$ cat config.mk
export PLATFORM = sky130hd
export DESIGN_NAME = split_tree_valve_seq_flat
export DESIGN_NICKNAME = d
export VERILOG_FILES = /design/src/rtl/split_tree_valve_seq_pkg.sv /design/src/rtl/split_tree_valve_seq_if.sv /design/src/rtl/split_tree_valve_seq_path_dec.sv /design/src/rtl/split_tree_valve_seq.sv /design/src/flat_wrapper.sv
export SDC_FILE = /design/constraint.sdc
export NUM_CORES = 1
export LEC_CHECK = 0
export BUFFER_PORTS_ARGS = -buffer_cell sky130_fd_sc_hd__buf_4
export CAP_MARGIN = 15
export CORE_MARGIN = 2
export CORE_UTILIZATION = 53
export CTS_CLUSTER_DIAMETER = 200
export DETAILED_ROUTE_END_ITERATION = 12
export GPL_TIMING_DRIVEN = 0
export PLACE_DENSITY = 0.75
export SLEW_MARGIN = 20
export SYNTH_ARGS = -nofsm -noshare
export SYNTH_HDL_FRONTEND = slang
export SYNTH_SLANG_ARGS = --single-unit
$ cat constraint.sdc
create_clock -name clk -period 2.12 [get_ports clk]
set_input_delay 0 -clock clk [delete_from_list [all_inputs] [get_ports clk]]
set_output_delay 0 -clock clk [all_outputs]
set_load 0.005 [all_outputs]
$ cat src/rtl/split_tree_valve_seq_pkg.sv
//------------------------------------------------------------------------------
// Module   : split_tree_pkg
// Brief    : Shared types and helpers for the split-tree valve sequencer.
// Revision : 1.0 - initial release
//------------------------------------------------------------------------------
`default_nettype none

package split_tree_pkg;

    typedef enum logic [2:0] {
        IDLE  = 3'd0,
        SETUP = 3'd1,
        PUMP  = 3'd2,
        CLOSE = 3'd3,
        DONE  = 3'd4
    } state_t;

    // Heap-ordered tree: left child takes bit 0, right child takes bit 1.
    function automatic int child_idx(input int parent, input logic right);
        return 2 * parent + 1 + (right ? 1 : 0);
    endfunction

    function automatic int max3(input int a, input int b, input int c);
        int m;
        m = (a > b) ? a : b;
        return (m > c) ? m : c;
    endfunction

endpackage

`default_nettype wire

$ cat src/rtl/split_tree_valve_seq_if.sv
//------------------------------------------------------------------------------
// Module   : split_tree_valve_seq_if
// Brief    : Request handshake plus valve/pump drive bundle.
//            SPLIT_TREE_ABORT_EN adds abort / done_aborted.
// Revision : 1.0 - initial release
//------------------------------------------------------------------------------
`default_nettype none

interface split_tree_valve_seq_if #(
    parameter int DEPTH = 3,
    parameter int VOL_W = 8
);
    localparam int c_NODES = (2 ** DEPTH) - 1;

    logic                 req_valid;
    logic                 req_ready;
    logic [DEPTH-1:0]     req_outlet;
    logic [VOL_W-1:0]     req_vol;
    logic [c_NODES-1:0]   valve_l;
    logic [c_NODES-1:0]   valve_r;
    logic                 pump;
    logic                 busy;
    logic                 done;
    logic [DEPTH-1:0]     done_outlet;
`ifdef SPLIT_TREE_ABORT_EN
    logic                 abort;
    logic                 done_aborted;

    modport master (
        output req_valid, req_outlet, req_vol, abort,
        input  req_ready, valve_l, valve_r, pump, busy, done, done_outlet, done_aborted
    );
    modport slave (
        input  req_valid, req_outlet, req_vol, abort,
        output req_ready, valve_l, valve_r, pump, busy, done, done_outlet, done_aborted
    );
`else
    modport master (
        output req_valid, req_outlet, req_vol,
        input  req_ready, valve_l, valve_r, pump, busy, done, done_outlet
    );
    modport slave (
        input  req_valid, req_outlet, req_vol,
        output req_ready, valve_l, valve_r, pump, busy, done, done_outlet
    );
`endif

endinterface

`default_nettype wire

$ cat src/rtl/split_tree_valve_seq_path_dec.sv
//------------------------------------------------------------------------------
// Module   : split_tree_path_dec
// Brief    : Outlet index to one-valve-per-level left/right open masks.
// Revision : 1.0 - initial release
//------------------------------------------------------------------------------
`default_nettype none

module split_tree_path_dec
    import split_tree_pkg::*;
#(
    parameter int DEPTH = 3
) (
    input  wire logic [DEPTH-1:0]    i_outlet,
    output logic      [2**DEPTH-2:0] o_mask_l,
    output logic      [2**DEPTH-2:0] o_mask_r
);

    // Walk root to leaf, MSB of the outlet steering the root node.
    always_comb begin : p_walk
        logic [DEPTH-1:0] w_node;
        o_mask_l = '0;
        o_mask_r = '0;
        w_node   = '0;
        for (int k = 0; k < DEPTH; k++) begin
            if (i_outlet[DEPTH-1-k]) begin
                o_mask_r[w_node] = 1'b1;
            end else begin
                o_mask_l[w_node] = 1'b1;
            end
            w_node = DEPTH'(child_idx(int'(w_node), i_outlet[DEPTH-1-k]));
        end
    end

endmodule

`default_nettype wire

$ cat src/rtl/split_tree_valve_seq.sv
//------------------------------------------------------------------------------
// Module   : split_tree_valve_seq
// Brief    : Sequencer opening a binary split-tree valve path and metering
//            pump strokes. Optional abort path under SPLIT_TREE_ABORT_EN.
// Revision : 1.0 - initial release
//------------------------------------------------------------------------------
`default_nettype none

module split_tree_valve_seq
    import split_tree_pkg::*;
#(
    parameter int DEPTH   = 3,
    parameter int VOL_W   = 8,
    parameter int SETTLE  = 4,
    parameter int PUMP_HI = 2,
    parameter int PUMP_LO = 2
) (
    input  wire logic              clk,
    input  wire logic              rst,
    split_tree_valve_seq_if.slave  bus
);

    localparam int c_NODES   = (2 ** DEPTH) - 1;
    localparam int c_CNT_MAX = max3(SETTLE, PUMP_HI, PUMP_LO);
    localparam int c_CW      = $clog2(c_CNT_MAX + 1);

    localparam logic [c_CW-1:0]  c_SETTLE_M1 = c_CW'(SETTLE - 1);
    localparam logic [c_CW-1:0]  c_HI_M1     = c_CW'(PUMP_HI - 1);
    localparam logic [c_CW-1:0]  c_LO_M1     = c_CW'(PUMP_LO - 1);
    localparam logic [c_CW-1:0]  c_CNT_ONE   = c_CW'(1);
    localparam logic [VOL_W-1:0] c_VOL_ONE   = VOL_W'(1);

    state_t               r_state;
    logic [c_CW-1:0]      r_cnt;
    logic [VOL_W-1:0]     r_strokes;
    logic [DEPTH-1:0]     r_outlet;
    logic [c_NODES-1:0]   r_valve_l;
    logic [c_NODES-1:0]   r_valve_r;
    logic                 r_pump;
    logic                 r_busy;
    logic                 r_done;
    logic                 r_ready;
    logic [DEPTH-1:0]     r_done_outlet;

    logic [c_NODES-1:0]   w_mask_l;
    logic [c_NODES-1:0]   w_mask_r;
    logic                 w_xfer;
    logic                 w_abort;

    split_tree_path_dec #(
        .DEPTH (DEPTH)
    ) u_path_dec (
        .i_outlet (bus.req_outlet),
        .o_mask_l (w_mask_l),
        .o_mask_r (w_mask_r)
    );

    assign w_xfer = bus.req_valid & r_ready;

`ifdef SPLIT_TREE_ABORT_EN
    logic r_aborted;
    logic r_done_aborted;

    assign w_abort          = bus.abort & ((r_state == SETUP) | (r_state == PUMP));
    assign bus.done_aborted = r_done_aborted;
`else
    assign w_abort = 1'b0;
`endif

    always_ff @(posedge clk) begin
        if (rst) begin
            r_state       <= IDLE;
            r_cnt         <= '0;
            r_strokes     <= '0;
            r_outlet      <= '0;
            r_valve_l     <= '0;
            r_valve_r     <= '0;
            r_pump        <= 1'b0;
            r_busy        <= 1'b0;
            r_done        <= 1'b0;
            r_ready       <= 1'b1;
            r_done_outlet <= '0;
`ifdef SPLIT_TREE_ABORT_EN
            r_aborted      <= 1'b0;
            r_done_aborted <= 1'b0;
`endif
        end else begin
            r_done <= 1'b0;
            if (w_abort) begin
                // Pump stops and valves close together; CLOSE still settles fully.
                r_state   <= CLOSE;
                r_pump    <= 1'b0;
                r_valve_l <= '0;
                r_valve_r <= '0;
                r_cnt     <= c_SETTLE_M1;
`ifdef SPLIT_TREE_ABORT_EN
                r_aborted <= 1'b1;
`endif
            end else begin
                case (r_state)
                    IDLE: begin
                        if (w_xfer) begin
                            r_outlet  <= bus.req_outlet;
                            r_strokes <= bus.req_vol;
                            r_ready   <= 1'b0;
                            r_busy    <= 1'b1;
`ifdef SPLIT_TREE_ABORT_EN
                            r_aborted <= 1'b0;
`endif
                            if (bus.req_vol != '0) begin
                                r_state   <= SETUP;
                                r_valve_l <= w_mask_l;
                                r_valve_r <= w_mask_r;
                                r_cnt     <= c_SETTLE_M1;
                            end else begin
                                r_state       <= DONE;
                                r_done        <= 1'b1;
                                r_done_outlet <= bus.req_outlet;
`ifdef SPLIT_TREE_ABORT_EN
                                r_done_aborted <= 1'b0;
`endif
                            end
                        end
                    end
                    SETUP: begin
                        if (r_cnt == '0) begin
                            r_state <= PUMP;
                            r_pump  <= 1'b1;
                            r_cnt   <= c_HI_M1;
                        end else begin
                            r_cnt <= r_cnt - c_CNT_ONE;
                        end
                    end
                    PUMP: begin
                        // r_pump doubles as the high/low phase flag.
                        if (r_cnt != '0) begin
                            r_cnt <= r_cnt - c_CNT_ONE;
                        end else if (r_pump) begin
                            r_pump <= 1'b0;
                            r_cnt  <= c_LO_M1;
                        end else if (r_strokes == c_VOL_ONE) begin
                            r_state   <= CLOSE;
                            r_valve_l <= '0;
                            r_valve_r <= '0;
                            r_cnt     <= c_SETTLE_M1;
                        end else begin
                            r_strokes <= r_strokes - c_VOL_ONE;
                            r_pump    <= 1'b1;
                            r_cnt     <= c_HI_M1;
                        end
                    end
                    CLOSE: begin
                        if (r_cnt == '0) begin
                            r_state       <= DONE;
                            r_done        <= 1'b1;
                            r_done_outlet <= r_outlet;
`ifdef SPLIT_TREE_ABORT_EN
                            r_done_aborted <= r_aborted;
`endif
                        end else begin
                            r_cnt <= r_cnt - c_CNT_ONE;
                        end
                    end
                    DONE: begin
                        r_state <= IDLE;
                        r_busy  <= 1'b0;
                        r_ready <= 1'b1;
                    end
                    default: begin
                        r_state   <= IDLE;
                        r_valve_l <= '0;
                        r_valve_r <= '0;
                        r_pump    <= 1'b0;
                        r_busy    <= 1'b0;
                        r_ready   <= 1'b1;
                    end
                endcase
            end
        end
    end

    assign bus.req_ready   = r_ready;
    assign bus.valve_l     = r_valve_l;
    assign bus.valve_r     = r_valve_r;
    assign bus.pump        = r_pump;
    assign bus.busy        = r_busy;
    assign bus.done        = r_done;
    assign bus.done_outlet = r_done_outlet;

endmodule

`default_nettype wire

$ cat src/flat_wrapper.sv
// flat-port wrapper written by rule: the top's interface ports become plain ports
module split_tree_valve_seq_flat import split_tree_pkg::*;
#(
    parameter int DEPTH   = 3,
    parameter int VOL_W   = 8,
    parameter int SETTLE  = 4,
    parameter int PUMP_HI = 2,
    parameter int PUMP_LO = 2
)
  (clk, rst, bus_req_valid, bus_req_outlet, bus_req_vol, bus_req_ready, bus_valve_l, bus_valve_r, bus_pump, bus_busy, bus_done, bus_done_outlet);
  split_tree_valve_seq_if #(.DEPTH(DEPTH), .VOL_W(VOL_W)) bus_i ();
  input  wire logic clk;
  input  wire logic rst;
  input wire logic [$bits(bus_i.req_valid)-1:0] bus_req_valid;
  input wire logic [$bits(bus_i.req_outlet)-1:0] bus_req_outlet;
  input wire logic [$bits(bus_i.req_vol)-1:0] bus_req_vol;
  output wire logic [$bits(bus_i.req_ready)-1:0] bus_req_ready;
  output wire logic [$bits(bus_i.valve_l)-1:0] bus_valve_l;
  output wire logic [$bits(bus_i.valve_r)-1:0] bus_valve_r;
  output wire logic [$bits(bus_i.pump)-1:0] bus_pump;
  output wire logic [$bits(bus_i.busy)-1:0] bus_busy;
  output wire logic [$bits(bus_i.done)-1:0] bus_done;
  output wire logic [$bits(bus_i.done_outlet)-1:0] bus_done_outlet;
  assign bus_i.req_valid = bus_req_valid;
  assign bus_i.req_outlet = bus_req_outlet;
  assign bus_i.req_vol = bus_req_vol;
  assign bus_req_ready = bus_i.req_ready;
  assign bus_valve_l = bus_i.valve_l;
  assign bus_valve_r = bus_i.valve_r;
  assign bus_pump = bus_i.pump;
  assign bus_busy = bus_i.busy;
  assign bus_done = bus_i.done;
  assign bus_done_outlet = bus_i.done_outlet;
  split_tree_valve_seq #(.DEPTH(DEPTH), .VOL_W(VOL_W), .SETTLE(SETTLE), .PUMP_HI(PUMP_HI), .PUMP_LO(PUMP_LO)) u_core (.clk(clk), .rst(rst), .bus(bus_i));
endmodule
# == Word level (Yosys, flattened, before mapping) ==
# Index checks and enable logic that the tools add are counted.
# word_totals
in_bits,14
ff_bits,38
out_inout_bits,21
# classes
n_mux,59
addsub,5
n_eq_ne,15
reduce_logical,20
n_lt_le_gt_ge,4
n_bitwise,8
# ops
operator,n
7-bit two-way mux,11
3-bit two-way mux,16
7-bit case mux with 3 select lines,2
8-bit two-way mux,4
3-bit case mux with 4 select lines,2
8-bit case mux with 2 select lines,1
1-bit two-way mux,15
1-bit by 7-bit OR with 7-bit output,2
7-bit OR,2
6-bit AND reduction,2
2-bit by 1-bit inequality test with 1-bit output (second input constant),5
2-bit inequality test (second input constant),5
3-bit OR reduction,3
8-bit by 1-bit equality test with 1-bit output (second input constant),1
4-bit AND reduction,2
8-bit nonzero test,1
8-bit by 1-bit subtractor with 8-bit output (second input constant),1
1-bit demux with 3-bit select,2
3-bit by 2-bit equality test with 1-bit output (second input constant),2
3-bit logical NOT,2
1-bit case mux with 2 select lines,3
3-bit case mux with 2 select lines,1
5-bit AND reduction,1
2-bit by 4-bit < comparator with 1-bit output (second input constant),1
other kinds (19),24

# == Logic depth before layout (Yosys ltp) ==
# logic_depth
ltp_word,13
ltp_mapped,8
depth_no_buf,6

# == By module ==
# From an unflattened synthesis, not the netlist that was laid out.
# hier_totals
hier_cells,255
area_unflattened_um2,2107.0
# modules_own_cells
module,area_each_um2,cells_each,n_inst,seq_area_each_um2
split_tree_valve_seq,1915.6,233,1,760.7
split_tree_path_dec,191.4,22,1,0.0

# == Worst setup path after synthesis ==
# Ideal clock, no wire load.
# synth_timing
path_kind,register -> register
startpoint,reg u_core.r_cnt[0]
endpoint,"reg u_core.r_valve_l[1], in the netlist u_core.bus.valve_l[1]"
stages_incl_launch_ff,8
arrival_ns,1.711
path_slack_ns,0.337
required_time_ns,2.048
path_cell_list,dfxtp_1 -> inv_1 -> ha_1 -> nor2b_1 -> clkbuf_1 -> nand3_1 -> a32oi_4 -> mux2i_1
# synth_between
elab_chain_len,3
# synth_lines
element,line_no,source
start: declaration,split_tree_valve_seq.sv:34,logic [c_CW-1:0] r_cnt;
start signal: assignment,split_tree_valve_seq.sv:95,r_cnt <= c_SETTLE_M1;
start signal: assignment,split_tree_valve_seq.sv:114,r_cnt <= c_SETTLE_M1;
start signal: assignment,split_tree_valve_seq.sv:129,r_cnt <= c_HI_M1;
3-bit nonzero test,split_tree_valve_seq.sv:136,if (r_cnt != '0) begin
2-bit inequality test (no source line),n/a,
6-bit AND reduction (no source line),n/a,
end signal: assignment,split_tree_valve_seq.sv:112,r_valve_l <= w_mask_l;
end: declaration,split_tree_valve_seq.sv:37,logic [c_NODES-1:0] r_valve_l;
# Every way passes these cells.
# A chain may end at the register's enable or synchronous reset.

# == Worst setup path in the final report ==
# layout_timing
startpoint,reg u_core.r_strokes[0]
endpoint,"reg u_core.r_valve_l[5], in the netlist u_core.bus.valve_l[5]"
# layout_between
elab_chain_len,3
# layout_lines
element,line_no,source
start: declaration,split_tree_valve_seq.sv:35,logic [VOL_W-1:0] r_strokes;
start signal: assignment,split_tree_valve_seq.sv:104,r_strokes <= bus.req_vol;
start signal: assignment,split_tree_valve_seq.sv:147,r_strokes <= r_strokes - c_VOL_ONE;
8-bit by 1-bit equality test with 1-bit output,split_tree_valve_seq.sv:141,end else if (r_strokes == c_VOL_ONE) begin
2-bit by 1-bit inequality test with 1-bit output (no source line),n/a,
6-bit AND reduction (no source line),n/a,
# Every way passes these cells.

==> results.md <==
* Total core area at just under 4000 sq um
* Multi-input logic area at approximately 1300 sq um
* Initial Utilization at 54.9%
* CP Buf/Inv Count at 1
* Layout Nets at 312
* Syn-to-layout area delta at 19.4%
* Critical Path RT at 2.30 ns
* M1 GR Usage at between 30% and 40%
* Via count at between 1500 and 2000
* Minimum clock period at 1.99 ns
* Die height at 68.2 um
* # IOs at 35
* Post-route design area at roughly 2600 sq um
* RSZ-0062 raised after global routing: no
* Router iterations before antenna repair at 4
* CTS Hold Bufs at 0
* Maximum clock path buffer count at 2
* CP Cell Sequence: ha_1, nor3b_2, nand3_1, a32o_1, buf_2, mux2i_1
* P per Cell Area at 1310 nW/um^2
* Synth Register Bits at 38
* Commonest non-fill, non-tap cell in the layout: dfxtp_1
* CP endpoint kind: flop
* Detail Route Antenna Nets at 0
* Worst Hold Class: in2reg
* Met3 global-route usage at 4.28%
* Port Buffers at 34
* Startpoint types: flop
* Crit-path slowest cell: dfxtp_1
* Max-cap viol count at 0
* Root Driver: clkbuf_8
* WL final at between 5 and 6 mm
* Global placer's final weighted congestion at 0.881
* Final Core Density at 65.6%
* GR Layer Usage met2 at 37.4%
* Max frequency at 502 MHz
* Cells after synthesis at 248
* TritonCTS buffer count at 5
* DRC viols at 0
* WL/cell at 15.1 um
* Sequential cell area at 761 sq um
* Power Total at about 3400 uW
* Crit Path Max Fanout at 7
* Die area at 4650 sq um
* Initial antenna violation count at 0
* Worst-margin pin slew at approximately 0.70 ns
* Worst skew pair latency at 0.30 ns
* Peak VDD IR at 861 uV
* Via-to-Cell Ratio at 5.74
* GRT Total Usage at 23.7%
* Filler cells at 348
* Post-Syn Area per Cell at 8.80 sq um
* Distinct cell type count after synthesis at 57
* Mapped cell area at 2180 sq um
* Critical path's top delay family: simple AND/OR/NAND/NOR gates
* Largest net degree at the start of global routing at 12
* Async S/R FF share, synth at 0%
* Num rows at 23
* Main synth FF type: dfxtp_1
* Max-slew violation count at 0
* Total grt overflow at 0
* HPWL after DPL at roughly 3.8 mm
* Commonest cells after routing, fill and taps aside: dfxtp_1, buf_4, nand2_1
* CP peak stage delay at between 0.4 and 0.5 ns
* Number of global-route vias before repair at approximately 1800
* Headroom to the max-slew limit at 52.4%
* Seq/Total Area, Yosys at 34.9%
* Final Skew at 0.00785 ns
* Setup ws final at 0.128 ns
* Die Wd at 68.2 um
* EDFF count, synth at 0
* CTS HTree Levels at 2
* Worst-path clk slew at 0.08 ns
* Fraction of layout cells with a size suffix above 1 at 22.8%
* Synthesized Nets at 270
* Crit path kind: reg2reg
* Setup WS pre-CTS at -0.0816 ns
* Endpoints failing setup at 0
* Static Leak at 0.00110 uW
* Crit path DAT at 2.17 ns
* CTS tree: built
* Layer with the highest usage: met2
* Iteration-0 DRC Markers at 184
* Antenna Cells at 0
* Sink Count at 38
* Placed instance area at approximately 2500 sq um
* Fin crit share at 94.0%
* Status: finished clean
* First-pass GRT wire length at slightly above 8 mm
* Final Hold Fails at 0
* Synth Warn # at 0
* Hold_ws at about 0.018 ns
-- per-layer routing --
layer	part of all wire, %	wire length, um	vias to the layer above
met2	44	2280	60
met4	1.7	85	0
li1	-	-	992
met5	0	0	-
met3	6.5	333	7
met1	47	2440	891
-- cell families after synthesis --
logic type               Yosys count  synth area share, %
AND/OR/NAND/NOR                  100                 24.9
multiplexers                      17                 7.80
XOR/XNOR                           1                0.401
buffers and inverters             25                 5.05
flip-flops                        38                 34.9
AO/OA/AOI/OAI                     59                 22.4
adder cells (fa/ha/maj)            8                 4.59
-- worst min-delay path: stages --
cell	delay [ns]
buf_4	0.12
nand2_1	0.05
nand2_1	0.06
nand2_1	0.05
-- final timing paths --
check / from / to / slack [ns] / cells after the start
setup / recovery: u_core.r_strokes[0]$_SDFFE_PP0P_ / u_core.bus.valve_l[5]$_SDFFE_PP0P_ / 0.13 / 6
hold / removal: bus_req_valid / u_core.bus.req_ready$_SDFFE_PP1P_ / 0.02 / 4
setup reg to reg: u_core.r_strokes[0]$_SDFFE_PP0P_ / u_core.bus.valve_l[5]$_SDFFE_PP0P_ / 0.13 / 6
hold reg to reg: u_core.bus.valve_r[2]$_SDFFE_PP0P_ / u_core.bus.valve_r[2]$_SDFFE_PP0P_ / 0.46 / 2
-- cell type report --
cell class / count / area share [%]
clock inverters: 2 / 0.384
well taps: 50 / 2.40
multi-input cells: 185 / 50.5
clock buffers: 5 / 2.64
inverters: 11 / 1.59
plain buffers: 14 / 2.69
flip-flops and latches: 38 / 29.2
repair buffers: 35 / 10.6
-- synthesized netlist by cell type, types with 2 or more instances --
master    number  share of area (%)
dfxtp_1       38                 35
nand2_1       35                6.0
nor2_1        20                3.4
mux2i_1       17                7.8
a21oi_1       13                3.0
inv_1         10                1.7
ha_1           8                4.6
nor3_1         8                1.8
clkbuf_1       7                1.2
o311ai_0       7                2.8
nand3_1        6                1.4
nor2b_1        6                1.7
o21ai_0        6                1.4
buf_2          4               0.92
o311a_1        4                1.8
o31ai_2        4                2.3
a211oi_1       3                1.0
a22oi_1        3                1.0
nor4_1         3               0.86
a32oi_1        2               0.80
and2_1         2               0.57
and3_1         2               0.57
nand2b_1       2               0.57
nor3b_1        2               0.69
o21a_1         2               0.69
o31ai_1        2               0.69
or4_1          2               0.69
-- flip-flops by register name (all words and copies together) (netlist names) --
signal,cells
u_core.r_strokes,8
u_core.bus.valve_l,7
u_core.bus.valve_r,7
u_core.bus.done_outlet,3
u_core.r_cnt,3
u_core.r_outlet,3
u_core.r_state,3
u_core.bus.busy,1
u_core.bus.done,1
u_core.bus.pump,1
u_core.bus.req_ready,1
-- where the power goes --
part / internal (uW) / leakage (uW) / switching (uW)
clock: 221 / 0.0000438 / 266
sequential: 899 / 0.000310 / 169
combinational: 864 / 0.000750 / 1000
total: 1980 / 0.00110 / 1430
-- through the flow --
step	std cells	TNS (ns)
4_1_cts	340	0
2_1_floorplan	248	0
3_3_place_gp	332	-0.303
6_report	340	0
5_1_grt	340	0
3_5_place_dp	332	-0.514
-- repair_timing --
action | in CTS | in global routing
pin swaps | 1 | 0
buffers inserted | 1 | 0
setup endpoints to repair | 14 | 9
gates resized for setup | 1 | 2
Note: power is estimated with default switching activity, not from simulation.
